## src/rtl/fm_pattern_gen.sv

```systemverilog
// Fast-monitoring test-pattern source: emits DEPTH-word bursts every PERIOD cycles on a
// valid-tagged monitor bus with backpressure, from a fixed table, a ramp or a 32-bit LFSR.
module fm_pattern_gen #(
    parameter int                               DATA_WIDTH = 32,
    parameter int                               DEPTH      = 3,
    parameter int                               PERIOD     = 64,
    parameter logic [DEPTH-1:0][DATA_WIDTH-1:0] PATTERN    = {32'h0BEECAFE, 32'h000FEED5, 32'h00C0FFEE},
    parameter logic [31:0]                      SEED       = 32'h00C0FFEE
) (
    input  logic                  clk,
    input  logic                  rst,
    input  logic                  enable,
    input  logic [1:0]            mode,
    input  logic                  mon_ready,
    output logic [DATA_WIDTH:0]   mon_data,
    output logic [15:0]           frame_cnt,
    output logic                  overrun
);
    localparam int          IDXW      = (DEPTH > 1) ? $clog2(DEPTH) : 1;
    localparam int          PCW       = (PERIOD > 1) ? $clog2(PERIOD) : 1;
    localparam logic [31:0] LFSR_TAPS = 32'h80200003;

    typedef enum logic {S_IDLE = 1'b0, S_BURST = 1'b1} state_t;

    state_t                 state_q, state_d;
    logic [PCW-1:0]         pcnt_q, pcnt_d;
    logic [IDXW-1:0]        idx_q, idx_d;
    logic [1:0]             mode_q, mode_d;
    logic [31:0]            ramp_q, ramp_d;
    logic [31:0]            lfsr_q, lfsr_d;
    logic [DATA_WIDTH-1:0]  payload_q, payload_d;
    logic [15:0]            frame_q, frame_d;
    logic                   overrun_q, overrun_d;
    logic                   valid, accept, last, start;

    function automatic logic [31:0] lfsr_step(input logic [31:0] s);
        return s[0] ? ((s >> 1) ^ LFSR_TAPS) : (s >> 1);
    endfunction

    function automatic logic [DATA_WIDTH-1:0] word_sel(input logic [1:0] m, input logic [IDXW-1:0] i,
                                                       input logic [31:0] ramp, input logic [31:0] lfsr);
        case (m)
            2'd1:    return DATA_WIDTH'(ramp);
            2'd2:    return DATA_WIDTH'(lfsr);
            default: return PATTERN[i];
        endcase
    endfunction

    assign valid  = (state_q == S_BURST);
    // Dropping enable aborts the word on the bus, so it never counts as accepted.
    assign accept = valid && mon_ready && enable;
    assign last   = (idx_q == IDXW'(DEPTH - 1));
    assign start  = (state_q == S_IDLE) && enable && (pcnt_q == '0);

    always_ff @(posedge clk) begin
        if (rst) begin
            state_q   <= S_IDLE;
            pcnt_q    <= '0;
            idx_q     <= '0;
            mode_q    <= 2'd0;
            ramp_q    <= 32'h0;
            lfsr_q    <= SEED;
            payload_q <= '0;
            frame_q   <= 16'h0;
            overrun_q <= 1'b0;
        end else begin
            state_q   <= state_d;
            pcnt_q    <= pcnt_d;
            idx_q     <= idx_d;
            mode_q    <= mode_d;
            ramp_q    <= ramp_d;
            lfsr_q    <= lfsr_d;
            payload_q <= payload_d;
            frame_q   <= frame_d;
            overrun_q <= overrun_d;
        end
    end

    always_comb begin
        state_d = state_q;
        case (state_q)
            S_IDLE:  if (start) state_d = S_BURST;
            S_BURST: if (!enable || (accept && last)) state_d = S_IDLE;
            default: state_d = S_IDLE;
        endcase
    end

    always_comb begin
        pcnt_d    = '0;
        idx_d     = idx_q;
        mode_d    = mode_q;
        ramp_d    = ramp_q;
        lfsr_d    = lfsr_q;
        payload_d = payload_q;
        frame_d   = frame_q;
        // A period boundary seen while still busy means that burst start is lost.
        overrun_d = overrun_q | (valid && enable && (pcnt_q == '0));

        if (enable && (pcnt_q != PCW'(PERIOD - 1))) pcnt_d = pcnt_q + 1'b1;

        if (start) begin
            idx_d     = '0;
            mode_d    = mode;
            payload_d = word_sel(mode, '0, ramp_q, lfsr_q);
        end else if (valid) begin
            if (!enable) begin
                payload_d = '0;
            end else if (accept) begin
                if (mode_q == 2'd1) ramp_d = ramp_q + 32'd1;
                if (mode_q == 2'd2) lfsr_d = lfsr_step(lfsr_q);
                if (last) begin
                    payload_d = '0;
                    frame_d   = frame_q + 16'd1;
                end else begin
                    idx_d     = idx_q + 1'b1;
                    payload_d = word_sel(mode_q, idx_d, ramp_d, lfsr_d);
                end
            end
        end
    end

    assign mon_data  = {valid, payload_q};
    assign frame_cnt = frame_q;
    assign overrun   = overrun_q;
endmodule

```

## config.mk

```make
export PLATFORM = sky130hd
export DESIGN_NAME = fm_pattern_gen
export DESIGN_NICKNAME = d
export VERILOG_FILES = /design/src/rtl/fm_pattern_gen.sv
export SDC_FILE = /design/constraint.sdc
export NUM_CORES = 1
export LEC_CHECK = 0
export CAP_MARGIN = 20
export CORE_AREA = 2 2 170 172
export CTS_BUF_LIST = sky130_fd_sc_hd__clkbuf_4 sky130_fd_sc_hd__clkbuf_8 sky130_fd_sc_hd__clkbuf_16
export DETAILED_ROUTE_END_ITERATION = 16
export DIE_AREA = 0 0 172 174
export HOLD_SLACK_MARGIN = 0.12
export SLEW_MARGIN = 25
export SYNTH_ARGS = -nofsm -noshare
export SYNTH_HDL_FRONTEND = slang
export SYNTH_SLANG_ARGS = --single-unit
export TNS_END_PERCENT = 10
```

## constraint.sdc

```tcl
create_clock -name clk -period 2.3 [get_ports clk]
set_clock_uncertainty 0.05 [all_clocks]
set_input_delay 0.46 -clock clk [delete_from_list [all_inputs] [get_ports clk]]
set_output_delay 0.46 -clock clk [all_outputs]
set_load 0.02 [all_outputs]
```

* Word-level counts from Yosys, hierarchy flattened *
Cells that the tools add are included.

word-level totals
  input bits = 6
  register bits = 124
  logic and storage cells = 60

cells by class
  multiplexer cells = 15
  add/sub/neg operators = 4
  reduce and logical (&&, ||, !) cells = 18
  $lt $le $gt $ge = 1
  bitwise logic cells = 6
  eq/ne operators = 7

operators by type and width
  cell                                                count
  2-to-1 mux 32 bit                                   9
  case mux 32 bit (2 select lines)                    2
  binary-select mux 32 bit (select 2 bit)             1
  adder 32 x 1 -> 32 bit, second input constant       1
  adder 16 x 1 -> 16 bit, second input constant       1
  logical AND 1 bit                                   8
  AND reduction 4 bit                                 2
  adder 6 x 1 -> 6 bit, second input constant         1
  == test 2 bit, second input constant                3
  logical NOT 6 bit                                   1
  != test 6 bit, second input constant                1
  AND reduction 5 bit                                 1
  == test 2 x 1 -> 1 bit, second input constant       2
  inverter 1 bit                                      4
  inverter 3 -> 4 bit                                 1
  OR reduction 2 bit                                  2
  < comparator 2 x 3 -> 1 bit, second input constant  1
  != test 3 x 1 -> 1 bit, second input constant       1
  adder 2 x 1 -> 2 bit, second input constant         1
  2-to-1 mux 1 bit                                    2
  case mux 1 bit (2 select lines)                     1
  AND reduction 2 bit                                 1
  nonzero test 2 bit                                  1
  logical NOT 1 bit                                   1
  2 further kinds                                     2

* Longest topological paths before layout *
  depth after elaboration = 9
  mapped depth = 11
  gate-level depth less buffers = 7

* Least setup slack after synthesis *
Ideal clock, no wire load.

  kind = reg-to-reg
  from = register pcnt_q[0]
  to = register payload_q[30]
  period minus slack after synthesis = 2.250 ns
  slack = 0.050 ns
  stages on the path, launching flop included = 12
  arrival time = 2.075 ns
  cells stage by stage = dfxtp_1 > inv_1 > ha_1 > or3b_1 > buf_2 > or3_1 > clkbuf_1 > and2_4 > buf_6 > buf_6 > a221oi_1 > a21oi_1

between the ends
  cells in the longest elaborated chain, start to end = 4
  elaborated cells on any way between the ends = 6

RTL lines
  item                                                                           line  source
  start, declared                                                                26    logic [PCW-1:0] pcnt_q, pcnt_d;
  start signal, assigned                                                         68    pcnt_q <= pcnt_d;
  logical NOT 6 bit *                                                            53    assign start = (state_q == S_IDLE) && enable && (pcnt_q == '0);
  logical AND 1 bit *                                                            53
  != test 3 x 1 -> 1 bit (no source line) or nonzero test 2 bit (tied branches)  --
  AND reduction 2 bit (no source line)                                           --
  end signal, assigned                                                           73    payload_q <= payload_d;
  end, declared                                                                  31    logic [DATA_WIDTH-1:0] payload_q, payload_d;

Every way passes the cells marked *; elsewhere a longest branch is shown, timed or not.
A chain may end at the register's enable or synchronous reset.

* Worst setup path in the final report *
  from = register pcnt_q[0]
  to = register payload_q[3]

The elaborated chain is that of the path after synthesis.

==> qor.yml <==
pwr:
  ir_drop_mv: 0.593
  clockPowerShare: 0.473
  power_frac_seq: 0.399
  p_leak_nw: 3.20
  switching_share: 0.271
  p_switching_mw: 1.54
  power.internal_mw: 4.13
  power.density_mw_per_mm2: 633
  power_frac_comb: 0.128
yosys:
  synth-seq-area-share: 0.359
  synth.distinct_cells: 61
  synth_warnings: 0
  postSynthCellCount: 863
  synth_fp_nets: 882
  async_flop_share: 0
  synth_area_leader_cell: "dfxtp_1"
  synth_ff_type: "dfxtp_1"
  synth_seq_cells: 124
  syn_area_mm2: 0.00691
  avgSynthCellArea_um2: 8.00
  synth_edf_count: 0
  netlist.area_leader.share: 0.359
  synthTopCellsByArea: "dfxtp_1 36%, nand2_1 5.8%, a21oi_1 4.6%, nor2_1 4.6%, xor2_1 4.4%"
floorplan:
  dieArea_mm2: 0.0299
  dieHeight_um: 174
  rows: 62
  start_util: 0.245
  core_mm2: 0.0282
  dieWidth_um: 172
  ios: 56
cells_and_area:
  final_core_util: 0.317
  multi_input_area_mm2: 0.00397
  syn_to_final_growth_pct: 29.6
  fin_area_mm2: 0.00895
  fillers: 3040
  drive_gt1_frac: 0.171
  layout_common_cells: "121 x dfxtp_1, 105 x nand2_1, 87 x buf_4"
  layout_commonest_cell: "dfxtp_1"
  n_antenna_cell: 0
  seq_area_mm2: 0.00249
  final_nets: 972
drt:
  drc: 0
  ant_nets: 0
  via_per_inst: 5.06
  first_pass_iters: 5
  first_iter_violations: 788
  vias: 6825
  wirelength_um: 22600
  wire_per_inst_um: 16.8
clock_tree:
  numCtsBuffers: 17
  clk_pin_slew_ps: 60
  cts_sinks: 124
  cts.htree.levels: 4
  clock_latency_ps: 420
  cts-root-buf: "clkbuf_16"
  post_cts_buffers: 0
  ctsLongestPathBuffers: 2
  tritoncts: "done"
global_route:
  grt.overflow.total: 0
  grt_max_degree: 94
  antenna_found_initial: 0
  grt_usage: 0.150
  grt_pass1_wl_um: 35500
  first_global_vias: 6228
worst_setup_path:
  start_kind: "flip-flop"
  arrival_ps: 2480
  end_kind: "flip-flop"
  crit_required_ps: 2540
  crit_type: "flip-flop to flip-flop"
  cpMaxStageDelayCell: "or3b_4"
  crit_chain: "inv_1 -> ha_1 -> or3b_4 -> buf_4 -> or3_4 -> and2_4 -> a221oi_2 -> nor2_1"
  critPathMaxFanout: 13
  reg2reg_depth: 8
  cpPeakStageDelay_ps: 400
sta:
  fin_crit_ps: 2240
  setup_viol: 0
  finalCritPeriodShare: 0.975
  worst_slew_pin_slew_ps: 649
  max_slew_margin: 0.564
  final_max_slew_viol_count: 0
  rsz0062_at_grt: "true"
  hold_viol: 0
  fmax_mhz: 446
  holdWs_ps: 439
place:
  gp_congestion: 0.864
  portBuffers: 55
  placed_area_mm2: 0.00824
  hpwl_um: 16200
run:
  maxCapViolations: 0
hold_path:
  hp-class: "flip-flop to flip-flop"
  hold_path_depth: 2
run_status:
  status: "finished clean"
## what timing repair did
item,CTS,global route
cloned,1,1
setup endpoints to repair,13,35
hold buffers,0,0
gates resized for setup,8,19
pin swaps,0,6
## worst max-delay path, delay by kind of cell (launching register included)
family | cells | cell delay, ps
AO/OA/AOI/OAI | 1 | 290
AND/OR/NAND/NOR | 4 | 1080
adder cells (fa/ha/maj) | 1 | 140
buffers and inverters | 2 | 220
flip-flops | 1 | 310
## layout make-up
cell class | instances | share of cell area
Clock buffer | 18 | 0.0490
Clock inverter | 14 | 0.0162
Inverter | 23 | 0.00964
Multi-Input combinational cell | 636 | 0.443
Sequential cell | 124 | 0.278
Tap cell | 384 | 0.0537
Timing Repair Buffer | 151 | 0.150
## cell families (layout without fill, tap and decap cells)
| kind of cell | count (synthesis) | count (layout) | share of synthesized area |
|---|---|---|---|
| mux | 3 | 3 | 0.00471 |
| buf+inv | 104 | 206 | 0.0848 |
| xor+xnor | 65 | 65 | 0.0824 |
| compound gates | 204 | 204 | 0.196 |
| fa+ha+maj | 13 | 13 | 0.0235 |
| flops | 124 | 124 | 0.359 |
| simple gates | 350 | 351 | 0.250 |
## registers in the layout (all words and copies together), names as in the netlist
signal and count:
overrun 1, mode_q 2, pcnt_q 6, frame_cnt 16, payload_q 32, lfsr_q 32
state_q 1, idx_q 2, ramp_q 32
## power groups by stage
stage | sequential [mW] | clock, mW | combinational [mW]
finish | 2.26 | 2.68 | 0.728
global route | 2.27 | 2.80 | 0.780
CTS | 2.26 | 2.71 | 0.707
detailed placement | 2.30 | 0 | 0.688
global placement | 2.31 | 0 | 0.679
floorplan | 2.34 | 0 | 0.358
## metrics by stage
step / setup WS (ps) / setup TNS (ps) / power, mW / cells
2_1_floorplan: 50.3 / 0 / 2.70 / 863
3_3_place_gp: -207 / -3850 / 2.99 / 1316
3_5_place_dp: -247 / -4630 / 2.99 / 1316
4_1_cts: 3.54 / 0 / 5.68 / 1349
5_1_grt: -65.7 / -315 / 5.85 / 1350
6_report: 56.7 / 0 / 5.66 / 1350
## cells in the mapped netlist (3+ instances only)
cell / number
a211oi_1: 12
o31a_1: 3
a22o_1: 13
dfxtp_1: 124
a22oi_1: 11
and2_1: 6
o21ai_0: 28
nor3_1: 15
xor2_1: 35
buf_2: 8
nand2b_1: 4
clkbuf_8: 12
a221oi_1: 30
nor2b_1: 4
o22ai_1: 17
and4_1: 10
inv_1: 23
and3_1: 6
ha_1: 13
nand2_1: 106
nor4_1: 19
a31oi_1: 5
xnor2_1: 30
clkbuf_1: 49
nand4_1: 24
buf_6: 6
buf_4: 5
or4_1: 6
nor2_1: 84
nand3_1: 47
a21oi_1: 63
o211ai_1: 4
a21o_1: 3
or3_1: 5
## path summary, 6_finish.rpt
check | start | endpoint | slack, ps
worst max-delay path | pcnt_q[0] | payload_q[3] | 60
worst min-delay path | mode_q[1] | mode_q[1] | 440
worst max register to register | pcnt_q[0] | payload_q[3] | 60
worst min register to register | mode_q[1] | mode_q[1] | 440
## routing by layer
layer  global-route usage  wire, um  vias to the layer above
li1                     -         -                     3284
met1                0.210     10400                     3302
met2                0.235     10600                      211
met3               0.0348      1410                       28
met4               0.0326       246                        0
met5                    0         0                        -
(Power assumes the default switching activity.)
==> RTL edit, RTL diff (same settings) <==
Register the output `frame_cnt` once more, cleared by the reset; this adds one clock of latency there. The other outputs are not delayed to match.
--- a/src/rtl/fm_pattern_gen.sv
+++ b/src/rtl/fm_pattern_gen.sv
@@ -120,7 +120,13 @@
     end
 
     assign mon_data  = {valid, payload_q};
-    assign frame_cnt = frame_q;
+    always_ff @(posedge clk) begin
+        if (rst) begin
+            frame_cnt <= '0;
+        end else begin
+            frame_cnt <= frame_q;
+        end
+    end
     assign overrun   = overrun_q;
 endmodule
 
Function: no difference found for any inputs over 4 cycles, from zero or initial values and one cycle with rst high; that may be too few to reach the edited logic, so the function may still have changed.
==> RTL edit against the original RTL <==
Sequential cell count grew 16. Worst setup slack lost 0.052 ns. Global-route usage grew 0.19 points. Power grew 3.4%. Critical path type unchanged. Largest cell class unchanged. Wire length grew 2.9%. Die area is the same. Area after synthesis grew 6.2%. Design area grew 5.3%.
==> RTL edit: results (changes against the original RTL) <==
| Metric | Value |
|---|---|
| P_leak | `3.46 nW (+8.1%)` |
| Layout fillers | `3,003 (-1.2%)` |
| Synth unique cells | `62 (+1.6%)` |
| H-tree lvl count | `4 (unchanged)` |
| Initial antenna violation count | `2 (+2)` |
| Synth Net Count | `916 (+3.9%)` |
| Total GRT Usage | `15.2% (+0.19 points)` |
| Max-Cap Viols | `0 (unchanged)` |
| Layout cells sized above 1 | `17.6% (+0.51 points)` |
| Fin cells | `1,398 (+3.6%)` |
| Routed WL per cell | `16.7 um (-0.60%)` |
| Cts bufs inserted | `17 (unchanged)` |
| Top Registers | `lfsr_q: 32 flops, payload_q: 32 flops, ramp_q: 32 flops` |
| Crit Path Max Fanout | `9 (-4)` |
| First-pass GRT wire length | `35,800 um (+1.0%)` |
| Drt pass-1 iters | `6 (+1)` |
| Main area contributors after synthesis | `dfxtp_1 (38%), nand2_1 (5.4%), nor2_1 (4.3%)` |
| Clock transition at the registers of the reported paths | `0.06 ns (about the same)` |
| CTS Root Cell | `clkbuf_16` |
| Sequential element share of the synthesized area | `38.2% (+2.3 points)` |
| Worst skew pair latency | `~0.43 ns` |
| Synth Area in XOR/XNOR | `7.76% (-0.48 points)` |
| Syn Inst Count | `897 (+3.9%)` |
| Compound-Gate Fraction of Synth Area | `18.4% (-1.1 points)` |
| Via Count | `7,102 (+4.1%)` |
| Iter 0 DRT Violations | `787 (-0.13%)` |
| GP Congestion | `0.898 (+3.9%)` |
| Commonest cells post-synth | `dfxtp_1 (140), nand2_1 (106), nor2_1 (85)` |
| Largest net degree at the start of global routing | `110 (+17%)` |
| Worst slew pin tran | `0.572 ns (-0.0768 ns)` |
| DPL Wire Length | `16,300 um (+0.26%)` |
| Area share of fa/ha/maj cells after synthesis | `2.22% (-0.14 points)` |
| Peak VDD IR | `486 uV (-18%)` |
| Cell total after placement | `1,363 (+3.6%)` |
| Mux cell area share after synthesis | `0.443% (-0.027 points)` |
| Port Buffer Count | `55 (unchanged)` |
| Fin. Hold Viols | `0 (unchanged)` |
| Area after DPL | `8730 um2 (+5.9%)` |
| Hold Path Class | `flop to flop` |
| Layout net count | `1,020 (+4.9%)` |
| Status | `finished clean` |
| Vias in the first global route | `6,503 (+4.4%)` |
RTL edit: logic make-up (layout without fill, tap and decap cells):
family | Yosys count | in the layout
other | 0 | 2
buffers and inverters | 106 | 219
AND/OR/NAND/NOR | 366 | 367
AO/OA/AOI/OAI | 204 | 205
adder cells (fa/ha/maj) | 13 | 13
flip-flops | 140 | 140
multiplexers | 3 | 3
XOR/XNOR | 65 | 65
RTL edit: worst paths after layout:
kind                                               start                          to  slack, ns  depth (start not counted)
worst min register to register  frame_q[15]$_SDFFE_PP0P_    frame_cnt[15]$_SDFF_PP0_       0.43                          1
worst max-delay path              mode_q[1]$_SDFFE_PP0P_  payload_q[23]$_SDFFE_PP0P_      0.005                          7
worst max register to register    mode_q[1]$_SDFFE_PP0P_  payload_q[23]$_SDFFE_PP0P_      0.005                          7
worst min-delay path            frame_q[15]$_SDFFE_PP0P_    frame_cnt[15]$_SDFF_PP0_       0.43                          1
RTL edit: repair_timing:
| action | in CTS | in global routing |
|---|---|---|
| gates resized for setup | 4 | 23 |
| setup endpoints to repair | 17 | 26 |
| setup buffers | 0 | 1 |
| gates cloned | 0 | 2 |
| pin swaps | 0 | 4 |
RTL edit: cell type report:
cell class                      count  area (um2)  share of cell area, %
Antenna cell                        2        5.00                 0.0531
Clock inverter                     11        97.6                   1.04
Multi-Input combinational cell    653        4090                   43.4
Tap cell                          384         480                   5.10
Sequential cell                   140        2800                   29.7
Timing Repair Buffer              166        1420                   15.1
Inverter                           23        86.3                  0.916
Clock buffer                       19         447                   4.74
RTL edit: worst max-delay path: stages, from the launching register on:
cell and delay (ns):
dfxtp_1 0.31, inv_1 0.05, ha_2 0.27, nand4_1 0.14, or4_4 0.56, or4_1 0.49, a31o_1 0.22, a21oi_1 0.13
RTL edit: routing by layer:
metal  up-vias  track usage [%]  wire length (um)
met3        59             2.91              1550
met1      3347             20.3             10100
met2       280             24.0             10800
met4         0             6.27               816
li1       3416                -                 -
met5         -                0                 0
RTL edit: metrics by stage:
step                util (%)  worst slack [ns]  hold WS [ns]
CTS                     32.9          -0.00182         0.433
finish                  33.4           0.00519         0.429
floorplan                  -            0.0503         0.380
global route            33.4           -0.0603         0.445
global placement        30.9            -0.268         0.424
detailed placement      30.9            -0.283         0.420
RTL edit: power by group:
group / internal, mW / switching, mW
Sequential: 2.48 / 0.0500
Clock: 1.51 / 1.09
Combinational: 0.303 / 0.426
Total: 4.30 / 1.56
